**src/rtl/washer_pkg.sv**
```systemverilog
// Shared timer-state encoding and default plant constants for the washer model.
package washer_pkg;

    typedef enum logic [1:0] {
        T_IDLE = 2'd0,
        T_WASH = 2'd1,
        T_SPIN = 2'd2
    } timer_state_t;

    localparam int DEF_LEVEL_MAX   = 8;
    localparam int DEF_WASH_CYCLES = 10;
    localparam int DEF_SPIN_CYCLES = 6;

endpackage

```
**src/rtl/washer_timer.sv**
```systemverilog
// Saturating cycle timer: counts while enabled, flags terminal count, clear wins over enable.
module washer_timer #(
    parameter int CYCLES = 10
) (
    input  logic clk,
    input  logic rst,
    input  logic enable,
    input  logic clear,
    output logic done
);

    localparam int CW = $clog2(CYCLES + 1);

    logic [CW-1:0] count;

    // Count holds at the terminal value until the owning phase ends or restarts.
    always_ff @(posedge clk or negedge rst) begin
        if (!rst) begin
            count <= '0;
        end else if (clear) begin
            count <= '0;
        end else if (enable && (count != CW'(CYCLES))) begin
            count <= count + CW'(1);
        end
    end

    // Gated by enable so the flag drops as soon as the phase is left.
    assign done = enable && (count == CW'(CYCLES));

endmodule

```
**src/rtl/washer_plant.sv**
```systemverilog
// Washing-machine plant model: water level, door, detergent, wash/spin timers.
// Optional sticky illegal-actuation detector enabled by defining WASHER_PLANT_FAULT_EN.
module washer_plant
    import washer_pkg::*;
#(
    parameter int LEVEL_MAX   = DEF_LEVEL_MAX,
    parameter int WASH_CYCLES = DEF_WASH_CYCLES,
    parameter int SPIN_CYCLES = DEF_SPIN_CYCLES
) (
    input  logic clk,
    input  logic rst,
    input  logic door_close_req,
    input  logic door_open_req,
    input  logic fillvalve_on,
    input  logic drainvalve_on,
    input  logic motor_on,
    input  logic soap_wash,
    input  logic water_wash,
    input  logic doorlock,
    output logic doorclose,
    output logic filled,
    output logic drained,
    output logic detergent,
    output logic cycletime_out,
    output logic spintime_out,
    output logic fault
);

    localparam int LW = $clog2(LEVEL_MAX + 1);

    logic [LW-1:0] level;
    timer_state_t  state;
    timer_state_t  state_next;
    logic          water_wash_q;
    logic          phase_restart;
    logic          in_wash;
    logic          in_spin;

    // Level moves only when exactly one valve is open, saturating at both ends.
    always_ff @(posedge clk or negedge rst) begin
        if (!rst) begin
            level <= '0;
        end else if (fillvalve_on && !drainvalve_on && (level != LW'(LEVEL_MAX))) begin
            level <= level + LW'(1);
        end else if (drainvalve_on && !fillvalve_on && (level != '0)) begin
            level <= level - LW'(1);
        end
    end

    always_ff @(posedge clk or negedge rst) begin
        if (!rst) begin
            filled  <= 1'b0;
            drained <= 1'b1;
        end else begin
            filled  <= (level == LW'(LEVEL_MAX));
            drained <= (level == '0);
        end
    end

    // A locked door cannot be opened; a close request always wins.
    always_ff @(posedge clk or negedge rst) begin
        if (!rst) begin
            doorclose <= 1'b0;
        end else if (door_close_req) begin
            doorclose <= 1'b1;
        end else if (door_open_req && !doorlock) begin
            doorclose <= 1'b0;
        end
    end

    always_ff @(posedge clk or negedge rst) begin
        if (!rst) begin
            detergent <= 1'b0;
        end else if (soap_wash && filled) begin
            detergent <= 1'b1;
        end else if (water_wash) begin
            detergent <= 1'b0;
        end
    end

    always_ff @(posedge clk or negedge rst) begin
        if (!rst) begin
            state        <= T_IDLE;
            water_wash_q <= 1'b0;
        end else begin
            state        <= state_next;
            water_wash_q <= water_wash;
        end
    end

    always_comb begin
        state_next = state;
        case (state)
            T_IDLE: begin
                if (motor_on && (soap_wash || water_wash)) begin
                    state_next = T_WASH;
                end else if (motor_on && drainvalve_on && drained) begin
                    state_next = T_SPIN;
                end
            end
            T_WASH, T_SPIN: begin
                if (!motor_on) begin
                    state_next = T_IDLE;
                end
            end
            default: state_next = T_IDLE;
        endcase
    end

    // Entering the rinse (water) phase mid-wash restarts the wash time.
    assign in_wash       = (state == T_WASH);
    assign in_spin       = (state == T_SPIN);
    assign phase_restart = in_wash && water_wash && !water_wash_q;

    washer_timer #(.CYCLES(WASH_CYCLES)) u_wash_timer (
        .clk    (clk),
        .rst    (rst),
        .enable (in_wash),
        .clear  (!in_wash || phase_restart),
        .done   (cycletime_out)
    );

    washer_timer #(.CYCLES(SPIN_CYCLES)) u_spin_timer (
        .clk    (clk),
        .rst    (rst),
        .enable (in_spin),
        .clear  (!in_spin),
        .done   (spintime_out)
    );

`ifdef WASHER_PLANT_FAULT_EN
    // Sticky until reset so a transient misuse is never lost.
    always_ff @(posedge clk or negedge rst) begin
        if (!rst) begin
            fault <= 1'b0;
        end else if ((motor_on && !doorclose) ||
                     (fillvalve_on && drainvalve_on) ||
                     (!doorlock && (state != T_IDLE))) begin
            fault <= 1'b1;
        end
    end
`else
    assign fault = 1'b0;
`endif

endmodule

```
**config.mk**
```make
export PLATFORM = sky130hd
export DESIGN_NAME = washer_plant
export DESIGN_NICKNAME = d
export VERILOG_FILES = /design/src/rtl/washer_pkg.sv /design/src/rtl/washer_timer.sv /design/src/rtl/washer_plant.sv
export SDC_FILE = /design/constraint.sdc
export NUM_CORES = 1
export LEC_CHECK = 0
export CAP_MARGIN = 10
export CORE_MARGIN = 2
export CORE_UTILIZATION = 46
export CTS_CLUSTER_SIZE = 14
export DETAILED_ROUTE_END_ITERATION = 6
export PLACE_DENSITY = 0.78
export SLEW_MARGIN = 20
export SYNTH_ARGS = -nofsm -noshare
export SYNTH_HDL_FRONTEND = slang
export SYNTH_SLANG_ARGS = --single-unit
export TNS_END_PERCENT = 100
```
**constraint.sdc**
```tcl
create_clock -name clk -period 2.2 [get_ports clk]
set_input_delay 0.22 -clock clk [delete_from_list [all_inputs] [get_ports clk]]
set_output_delay 0.22 -clock clk [all_outputs]
set_load 0.05 [all_outputs]
```
* Word-level counts from Yosys, hierarchy flattened
Cells that the tools add are included.
** Operators by class
- $add $sub $neg :: 4
- $mul :: 0
- Div/mod/pow operators :: 0
- Magnitude comparators :: 0
- Equal/unequal tests :: 11
- Shift-type cells :: 0
- Multiplexer cells :: 14
- Bitwise logic cells :: 0
- Reduce and logical (&&, ||, !) cells :: 31
** Operators with widths (number)
- $mux W4 :: 4
- $logic_and A1 B1 Y1 :: 15
- $add A4 B1 Y4 const B :: 2
- $eq A4 B4 Y1 const B :: 2
- $ne A4 B4 Y1 const B :: 2
- $reduce_bool A2 Y1 :: 4
- $mux W2 :: 3
- $mux W3 :: 2
- $ne A3 B3 Y1 const B :: 2
- $logic_not A1 Y1 :: 5
- $logic_not A4 Y1 :: 1
- $mux W1 :: 4
- $ne A2 B2 Y1 const B :: 2
- $pmux W2 S2 :: 1
- $reduce_bool A4 Y1 :: 1
- $sub A4 B1 Y4 const B :: 1
- $add A3 B1 Y3 const B :: 1
- $eq A3 B3 Y1 const B :: 1
- $eq A2 B1 Y1 const B :: 1
- $eq A2 B2 Y1 const B :: 1
- $logic_not A2 Y1 :: 1
- $logic_or A1 B1 Y1 :: 2
- $reduce_and A2 Y1 :: 1
- $reduce_or A2 Y1 :: 1
** Storage, ports and cells
- Bits in registers :: 18
- Latch bits :: 0
- Memory bits (writable) :: 0
- ROM bits :: 0
- Input bits :: 10
- Word-level logic and storage cells :: 69
- Memories :: 0

* Depth between registers and ports, before layout
- Depth in word-level cells :: 5
- Gate-level depth with buffers :: 7
- Gate-level depth less buffers :: 7

* By module
Synthesis repeated with hierarchy kept, for this count alone.
** Unflattened totals
- Cells, all modules :: 96
- Area total of the unflattened synthesis :: 1084.8 sq um
** Modules (own cells, without submodules)
- washer_plant :: times used 1, cells each 56, area an instance 639.4 sq um, seq. area each 276.5 sq um
- washer_timer (u_wash_timer) :: times used 1, cells each 23, area an instance 240.2 sq um, seq. area each 100.1 sq um
- washer_timer (u_spin_timer) :: times used 1, cells each 17, area an instance 205.2 sq um, seq. area each 75.1 sq um

* Worst setup path before layout
No wires, ideal clock.
- Kind :: register to register
- Start point :: register level[0]
- End point :: register level[3]
- Arrival :: 2020 ps
- Required time :: 2062 ps
- Setup slack :: 42 ps
- Cell stages (with the launch flop) :: 8
- Buffers on the path :: 0
- Clock period less this slack :: 2158 ps
- Cells stage by stage :: dfrtp_1 -> nor3_2 -> and2_1 -> nand2b_1 -> ha_1 -> a21o_1 -> a21oi_1 -> mux4_2
** On the way
- Longest elaborated chain between the ends :: 3
- Elaborated cells between the ends (all ways) :: 9
- Classes of those cells :: add/sub: 2; eq/ne: 1; mux: 2; reduce/logical: 4
** Ends and longest elaborated chain
- from (decl) :: line washer_plant.sv:31 : logic [LW-1:0] level;
- from (signal assigned) :: line washer_plant.sv:44 : level <= level + LW'(1);
- from (signal assigned) :: line washer_plant.sv:46 : level <= level - LW'(1);
- $sub A4 B1 Y4 (tied with other cells) :: line washer_plant.sv:46
- $mux W4 (tied with other cells) :: line washer_plant.sv:45 : end else if (drainvalve_on && !fillvalve_on && (level != '0)) begin
- $mux W4 / $reduce_bool A2 Y1 (equally long branches)
Several ways; a longest one is shown, not always the timed one. The select of a mux whose other input is x is not followed.
A chain may end at the register's enable or synchronous reset.

* Worst setup path after layout
- Start point :: register level[1]
- End point :: register level[3]
The elaborated chain is that of the path after synthesis.

==> impl_metrics.toml <==
[clock_network]
cts_tree = "yes"
cts_buffers = 3
cts_buffer_depth = 2
path_clk_slew_ps = 100
cts_sinks = 18
cts_hold_buf = 0
cts_max_level = 1
clk_latency_ps = 290
cts_root_buf = "clkbuf_4"

[floorplanning]
io_pins = 17
die_x_um = 50.3
coreArea_sq_um = 1980
initial_core_util = 0.497
dieArea_sq_um = 2530
die_h_um = 50.3
rows = 16

[sta]
finalClockSkew_ps = 1.38
finalCritPeriodShare = 0.948
fin_crit_ps = 2090
finalHoldViolations = 0
finalSetupViolCount = 0
fmax_mhz = 479
tightest_slew_ps = 504
drv_slew = 0
layout_setup_ws_ps = 114
max_slew_margin = 0.663

[global_route]
grt_usage = 0.160
antenna_found_initial = 0
grt_first_pass_wirelength_um = 3090
first_global_vias = 713
grt_max_degree = 19
grt-ovfl-total = 0

[synthesis]
seq_area_frac_synth = 0.458
ys.flop_type = "dfrtp_1"
syn_area_per_cell_sq_um = 11.3
syn_nets = 107
ys_warn_count = 0
synth_area_sq_um = 986
synth_edf_count = 0
async_reset_ff_frac = 1.00
synth.distinct_cells = 35
ys_ff_latch = 18
netlist_instances = 87

[layout]
fill_cells = 142
drive_above_1_share = 0.193
syn_to_final_growth_pct = 27.9
fin_nets = 135
antenna_cells = 0
mostFrequentLayoutCells = "dfrtp_1 (17), clkdlybuf4s50_1 (13), buf_4 (12), ha_1 (9), inv_1 (6)"
multi_input_area_sq_um = 497
mostFrequentLayoutCell = "dfrtp_1"
fin_util = 0.636
regArea_sq_um = 452

[route]
route.detailed.drc = 0
drtAntennaViolNets = 0
wire_per_inst_um = 12.2
viasPerCell = 5.09
dr_total_vias = 717
drt_first_pass_iters = 3
finalWirelength_um = 1720
drtIter0Drc = 8

[placed_design]
place.detailed.hpwl_um = 1400
portBuffers = 15
pre_cts_ws_ps = -136
gp_congestion = 0.684

[critical_path]
arrival_ps = 2260
max_stage_delay_ps = 500
crit_start = "level[1]"
crit_chain = "nor3_2 > and2_1 > nand2b_1 > ha_1 > a21o_1 > a21oi_2 > mux4_2"
r2r_start = "level[1]"
worst_path_dominant_cell_family = "multiplexers"
critPathLaunchType = "register"
worstPathRequired_ps = 2370
critPathSlowestCell = "mux4_2"
path_max_fanout = 2
crit_buf_inv = 0
worst_setup_path_end_kind = "register"
crit_type = "register to register"

[outcome]
status = "completed"

[power]
p_comb_frac = 0.456
seqPwrFrac = 0.384
p_clk_frac = 0.160
ir_worst_vdd_mv = 0.635
internal_power_uw = 823
leakagePower_nw = 0.588
p_sw_uw = 441
power_density_nw_per_um2 = 1000
swShare = 0.349

[job]
cap_violations = 0

[worst_hold_path]
hold_class = "primary input to asynchronous set/reset pin"
==> sequential cells by signal (all words and copies together), names as in the netlist <==
register / cells
u_wash_timer.count: 4
filled: 1
water_wash_q: 1
detergent: 1
doorclose: 1
level: 4
drained: 1
state: 2
u_spin_timer.count: 3
==> layout make-up <==
class,count,area share
Clock buffer,4,0.0288
Tap cell,27,0.0268
Multi-Input combinational cell,61,0.394
Inverter,6,0.0179
Sequential cell,18,0.358
Timing Repair Buffer,25,0.175
==> metrics by stage <==
| stage | cell area, sq um | TNS [ps] | hold WS (ps) | power, mW | instances |
|---|---|---|---|---|---|
| finish | 1260 | 0 | 241 | 1.26 | 141 |
| global route | 1260 | -15.5 | 248 | 1.37 | 141 |
| CTS | 1250 | 0 | 248 | 1.26 | 140 |
| detailed placement | 1210 | -136 | 466 | 1.05 | 136 |
| global placement | 1210 | -43.2 | 457 | 1.03 | 136 |
| floorplan | 986 | 0 | -75.6 | 0.843 | 87 |
==> logic make-up after synthesis <==
group / Yosys count / synth area share
simple gates: 24 / 0.145
flops: 18 / 0.458
compound gates: 16 / 0.109
fa+ha+maj: 10 / 0.135
buf+inv: 8 / 0.0419
xor+xnor: 7 / 0.0622
mux: 3 / 0.0457
other cells: 1 / 0.00380
==> layer usage <==
metal,wire length (um),GRT usage,share of wire
met1,752,0.205,0.44
met4,14,0.0270,0.0081
met2,897,0.274,0.52
met3,57,0.0446,0.033
met5,0,0,0
==> cells in the mapped netlist, types with 2 or more instances <==
master	n	area, sq um
a21oi_1	4	20.0
nor2_1	3	11.3
inv_1	6	22.5
ha_1	9	113
a21o_1	2	15.0
or3b_1	2	17.5
mux2_2	2	22.5
o21ai_0	3	15.0
nand2_1	5	18.8
dfrtp_1	17	425
xor2_1	3	26.3
and2_1	2	12.5
nand2b_1	4	25.0
xnor2_1	4	35.0
==> path summary, 6_finish.rpt <==
check                      cells after the start               endpoint  slack, ps
max in group asynchronous                      2                drained       1700
setup / recovery                               7               level[3]        110
hold reg to reg                                1              doorclose        490
hold / removal                                 2  u_spin_timer.count[2]        240
setup reg to reg                               7               level[3]        110
min in group clk                               1           water_wash_q        420
==> power by group through the flow <==
stage               clock (mW)  combinational (mW)  sequential, mW
floorplan                    0               0.290           0.554
global placement             0               0.540           0.487
detailed placement           0               0.561           0.491
CTS                      0.211               0.562           0.485
global route             0.219               0.652           0.498
finish                   0.202               0.576           0.485
==> timing repair <==
item / in CTS / in global routing
endpoints found under the setup margin: 0 / 1
setup buffers: 0 / 1
gates resized for setup: 0 / 1
No activity file was read; power rests on OpenSTA's default activity.
